`src/rtl/poly_fit_sequencer.sv`:
```
// rtl/poly_fit_sequencer.sv - frame collector, fit-engine launcher and coefficient drainer
module poly_fit_sequencer #(
  parameter int N       = 10,
  parameter int DEGREE  = 5,
  parameter int W       = 32,
  parameter int TIMEOUT = 4096
) (
  input  logic                        clk,
  input  logic                        reset,
  input  logic                        s_valid,
  output logic                        s_ready,
  input  logic [W-1:0]                s_x,
  input  logic [W-1:0]                s_y,
  output logic                        fit_start,
  input  logic                        fit_done,
  input  logic [$clog2(N)-1:0]        buf_addr,
  output logic [W-1:0]                buf_x,
  output logic [W-1:0]                buf_y,
  output logic [$clog2(DEGREE+1)-1:0] fit_coef_idx,
  input  logic [W-1:0]                fit_coef,
  output logic                        m_valid,
  input  logic                        m_ready,
  output logic [W-1:0]                m_coef,
  output logic [$clog2(DEGREE+1)-1:0] m_idx,
  output logic                        m_last,
  output logic                        err_timeout,
  output logic [15:0]                 frame_count
);

  localparam int AW    = $clog2(N);
  localparam int IW    = $clog2(DEGREE + 1);
  localparam int CW    = $clog2(TIMEOUT) + 1;
  localparam int DEPTH = 1 << AW;

  typedef enum logic [2:0] {IDLE, FILL, START, WAIT, DRAIN} state_t;

  state_t        state_q, state_d;
  logic [AW-1:0] wr_ptr_q, wr_ptr_d;
  logic [CW-1:0] cnt_q, cnt_d;
  logic [IW-1:0] idx_q, idx_d;
  logic          err_q, err_d;
  logic [15:0]   frame_count_q, frame_count_d;

  logic [W-1:0]  buf_x_q [DEPTH];
  logic [W-1:0]  buf_y_q [DEPTH];
  logic          wr_en;
  logic [AW-1:0] wr_addr;

  // Control registers; reset discards any partial frame or drain in progress.
  always_ff @(posedge clk or posedge reset) begin
    if (reset) begin
      state_q       <= IDLE;
      wr_ptr_q      <= '0;
      cnt_q         <= '0;
      idx_q         <= '0;
      err_q         <= 1'b0;
      frame_count_q <= '0;
    end else begin
      state_q       <= state_d;
      wr_ptr_q      <= wr_ptr_d;
      cnt_q         <= cnt_d;
      idx_q         <= idx_d;
      err_q         <= err_d;
      frame_count_q <= frame_count_d;
    end
  end

  // Sample buffer; only written while collecting, so it is stable for the engine.
  always_ff @(posedge clk) begin
    if (wr_en) begin
      buf_x_q[wr_addr] <= s_x;
      buf_y_q[wr_addr] <= s_y;
    end
  end

  // Next-state and handshake logic for collect, launch, wait and drain phases.
  always_comb begin
    state_d       = state_q;
    wr_ptr_d      = wr_ptr_q;
    cnt_d         = cnt_q;
    idx_d         = idx_q;
    err_d         = err_q;
    frame_count_d = frame_count_q;
    s_ready       = 1'b0;
    fit_start     = 1'b0;
    m_valid       = 1'b0;
    m_last        = 1'b0;
    wr_en         = 1'b0;
    wr_addr       = wr_ptr_q;
    case (state_q)
      IDLE: begin
        s_ready = 1'b1;
        wr_addr = '0;
        if (s_valid) begin
          wr_en    = 1'b1;
          wr_ptr_d = AW'(1);
          err_d    = 1'b0;
          state_d  = FILL;
        end
      end
      FILL: begin
        s_ready = 1'b1;
        if (s_valid) begin
          wr_en    = 1'b1;
          wr_ptr_d = wr_ptr_q + AW'(1);
          if (wr_ptr_q == AW'(N - 1)) state_d = START;
        end
      end
      START: begin
        fit_start = 1'b1;
        cnt_d     = '0;
        state_d   = WAIT;
      end
      WAIT: begin
        cnt_d = cnt_q + CW'(1);
        // A done arriving on the expiry cycle still wins over the abort.
        if (fit_done) begin
          idx_d   = '0;
          state_d = DRAIN;
        end else if (cnt_q == CW'(TIMEOUT - 1)) begin
          err_d   = 1'b1;
          state_d = IDLE;
        end
      end
      DRAIN: begin
        m_valid = 1'b1;
        m_last  = (idx_q == IW'(DEGREE));
        if (m_ready) begin
          if (m_last) begin
            idx_d         = '0;
            frame_count_d = frame_count_q + 16'd1;
            state_d       = IDLE;
          end else begin
            idx_d = idx_q + IW'(1);
          end
        end
      end
      default: state_d = IDLE;
    endcase
  end

  assign buf_x        = buf_x_q[buf_addr];
  assign buf_y        = buf_y_q[buf_addr];
  assign fit_coef_idx = idx_q;
  assign m_idx        = idx_q;
  assign m_coef       = fit_coef;
  assign err_timeout  = err_q;
  assign frame_count  = frame_count_q;

endmodule

```
`config.mk`:
```
export PLATFORM = sky130hd
export DESIGN_NAME = poly_fit_sequencer
export DESIGN_NICKNAME = d
export VERILOG_FILES = /design/src/rtl/poly_fit_sequencer.sv
export SDC_FILE = /design/constraint.sdc
export NUM_CORES = 1
export LEC_CHECK = 0
export CORE_MARGIN = 2
export CORE_UTILIZATION = 40
export DETAILED_ROUTE_END_ITERATION = 16
export GPL_ROUTABILITY_DRIVEN = 1
export PLACE_DENSITY = 0.58
export SETUP_SLACK_MARGIN = 0.02
export SLEW_MARGIN = 20
export SYNTH_ARGS = -nofsm -noshare
export SYNTH_HDL_FRONTEND = slang
export SYNTH_SLANG_ARGS = --single-unit
```
`constraint.sdc`:
```
create_clock -name clk -period 5.91 [get_ports clk]
set_input_delay 1.182 -clock clk [delete_from_list [all_inputs] [get_ports clk]]
set_output_delay 1.182 -clock clk [all_outputs]
set_load 0.1 [all_outputs]
```
==> results.py <==
metrics = {
    "status": {
        "status": "completed",
    },
    "logic_synthesis": {
        "synth_area_leader_cell": "edfxtp_1",
        "yosysTopAreaCellShare": 0.759,
        "syn_nets": 1929,
        "synth_seq_area_share": 0.783,
        "synth.distinct_cells": 42,
        "synth_area_leaders": "edfxtp_1 (76%), mux4_2 (14%), dfrtp_1 (2.5%), a22oi_1 (2.4%), buf_4 (0.98%)",
        "ys_warn_count": 0,
        "avgSynthCellArea_um2": 22.3,
        "ys_seq_elements": 1064,
        "synth-main-ff-cell": "edfxtp_1",
        "synth_cells": 1820,
        "synth_area_mm2": 0.0405,
        "synth_edf_count": 1024,
        "synth-async-reset-ratio": 0.0376,
    },
    "hold_path": {
        "min_from": "frame_count[15]$_DFFE_PP0P_",
        "hold_class": "reg2reg",
        "min_to": "frame_count[15]$_DFFE_PP0P_",
        "holdPathStages": 1,
    },
    "worst_setup_path": {
        "end_kind": "output port",
        "critPathMaxFanout": 15,
        "worstRegToRegCells": 4,
        "worstSetupStartpoint": "state_q[2]$_DFFE_PP0P_",
        "cp-start-kind": "flop",
        "cp.arrival_ns": 3.54,
        "cp.required_ns": 4.73,
        "r2r-start": "state_q[2]$_DFFE_PP0P_",
        "rrSetupSlack_ns": 2.82,
        "crit_type": "reg2out",
        "r2r-end": "buf_y_q[15][3]$_DFFE_PP_",
    },
    "die": {
        "rows": 116,
        "fp.coreArea_mm2": 0.100,
        "die_h_um": 322,
        "dieArea_mm2": 0.104,
        "io_pins": 228,
        "fp.dieW_um": 322,
        "start_util": 0.404,
    },
    "sta": {
        "period_needed_ns": 4.72,
        "hold_viol_final": 0,
        "tightest_slew_ns": 1.08,
        "setup_viol": 0,
        "slew_headroom": 0.281,
        "slew_violations": 0,
        "max_freq_mhz": 212,
        "setup-tns-final_ns": 0,
        "rsz0062_at_grt": "no",
        "skew_ns": 0.0220,
        "timing.final.crit_share": 0.799,
    },
    "global_routing": {
        "antenna_found_initial": 8,
        "busiest_layer": "met2",
        "use_met2": 0.297,
        "grt_pass1_wl_um": 139000,
        "grt-ovfl-total": 0,
        "grtUsageTotal": 0.185,
        "use_met3": 0.0339,
        "grt_pass1_vias": 20300,
        "grt_max_degree": 60,
        "use_met1": 0.262,
    },
    "clock_network": {
        "cts.repair.resized": 0,
        "clock_latency_ns": 0.67,
        "root_buffer": "clkbuf_16",
        "cts_buffer_depth": 3,
        "clock-sinks": 1064,
        "clkTransAtPathRegs_ns": 0.06,
        "cts-htree-levels": 3,
        "cts_tree": "yes",
        "cts_setup_buffers": 0,
        "ctsHoldBuffers": 0,
        "cts_buffers": 109,
    },
    "placed_design": {
        "dp.final_hpwl_um": 51300,
        "post-place-cells": 3272,
        "port_buffers": 163,
        "place_congestion": 0.746,
    },
    "finish": {
        "multi_input_area_mm2": 0.00817,
        "fin_nets": 2135,
        "seq_area_mm2": 0.0318,
        "n_fill_cell": 8243,
        "finalNonFillerCells": 3475,
        "fin_util": 0.471,
        "area_growth_pct": 16.6,
        "drive_gt1_frac": 0.262,
    },
    "routing": {
        "dr_total_vias": 19200,
        "dr.pass1.iters": 5,
        "drtIter0Drc": 1520,
        "routedWlPerCell_um": 27.4,
        "drt_wl_total_um": 95200,
        "drtAntennaViolNets": 0,
        "drcViolationCount": 0,
        "via_per_inst": 5.52,
    },
    "power": {
        "p_leak_uw": 0.0151,
        "power-per-cell-area_mw_per_mm2": 380,
        "ir_drop_mv": 0.233,
        "p_total_uw": 17900,
    },
    "run": {
        "cap_violations": 0,
    },
}
[registers in the layout, summed over array words and instances (netlist names)]
name	cells
cnt_q	13
err_timeout	1
buf_y_q	512
state_q	3
wr_ptr_q	4
frame_count	16
buf_x_q	512
fit_coef_idx	3
[layer usage]
metal	wire, µm	up-vias
met5	80	-
met1	41400	10300
li1	-	8075
met2	46300	573
met3	5740	160
met4	1770	14
[metrics by stage]
step,area (µm²),hold WS [ns],worst slack [ns]
6_report,47300,0.483,1.19
3_3_place_gp,43900,0.463,1.26
5_1_grt,47300,0.512,0.947
3_5_place_dp,43900,0.465,1.29
4_1_cts,47300,0.481,1.10
2_1_floorplan,40500,0.487,0.651
[layout by cell type (no fill, tap or decap), types with 7 or more instances in the layout]
cell             synthesis  layout
clkinv_1                 0      30
xnor2_1                 17      17
o21ai_0                 10      10
a22oi_1                128     128
inv_1                    7       7
clkbuf_1                39      23
nand2_1                 84      84
nor3_1                   8       8
nor2_4                   0      17
clkdlybuf4s50_1          0      97
clkinv_2                 0      21
bufinv_16                0       7
buf_4                   53      99
nand4_1                  7       7
clkbuf_16                0     110
nand3_1                 17      17
buf_12                   0      24
nor2_1                  37      20
mux4_2                 256     256
edfxtp_1              1024    1024
dfrtp_1                 40      40
[area by class of cell]
class | instances | share of cell area
clock inverters | 69 | 0.0120
inverters | 7 | 0.000556
multi-input cells | 622 | 0.173
well taps | 1357 | 0.0359
diodes | 1 | 0.0000529
flip-flops and latches | 1064 | 0.672
clock buffers | 133 | 0.0600
repair buffers | 222 | 0.0471
[cells in the mapped netlist, types with 10 or more instances]
cell,instances
nand2_1,84
a22oi_1,128
buf_4,53
edfxtp_1,1024
nor2_1,37
buf_1,19
mux4_2,256
o21ai_0,10
dfrtp_1,40
clkbuf_1,39
nand3_1,17
xnor2_1,17
[power by group]
group,switching [µW],internal [µW],total [µW]
sequential,186,8940,9120
clock,2830,3720,6550
combinational,1620,654,2270
[cells by family (layout without fill, tap and decap cells)]
| family | after synthesis | in the layout | share of synthesized area |
|---|---|---|---|
| DFF | 1064 | 1064 | 0.783 |
| muxes | 259 | 259 | 0.143 |
| and+or+nand+nor | 185 | 185 | 0.0217 |
| AOI/OAI and AO/OA | 152 | 152 | 0.0273 |
| buffers and inverters | 134 | 431 | 0.0189 |
| xor gates and xnor gates | 22 | 22 | 0.00475 |
| adders and majority gates | 4 | 4 | 0.00123 |
| other | 0 | 1 | 0 |
[critical path: stages, from the launching register on]
cell and delay, ns:
dfrtp_1 0.54, nand2b_1 0.46, nor2_1 0.59, clkdlybuf4s50_1 1.26
[worst max path at each step]
stage / to
after floorplan: buf_x_q[10][0]$_DFFE_PP_
after global placement: buf_y[9]
after detailed placement: buf_y[9]
after CTS: fit_start
after global routing: fit_start
final: fit_start
No activity file was read; power rests on OpenSTA's default activity.
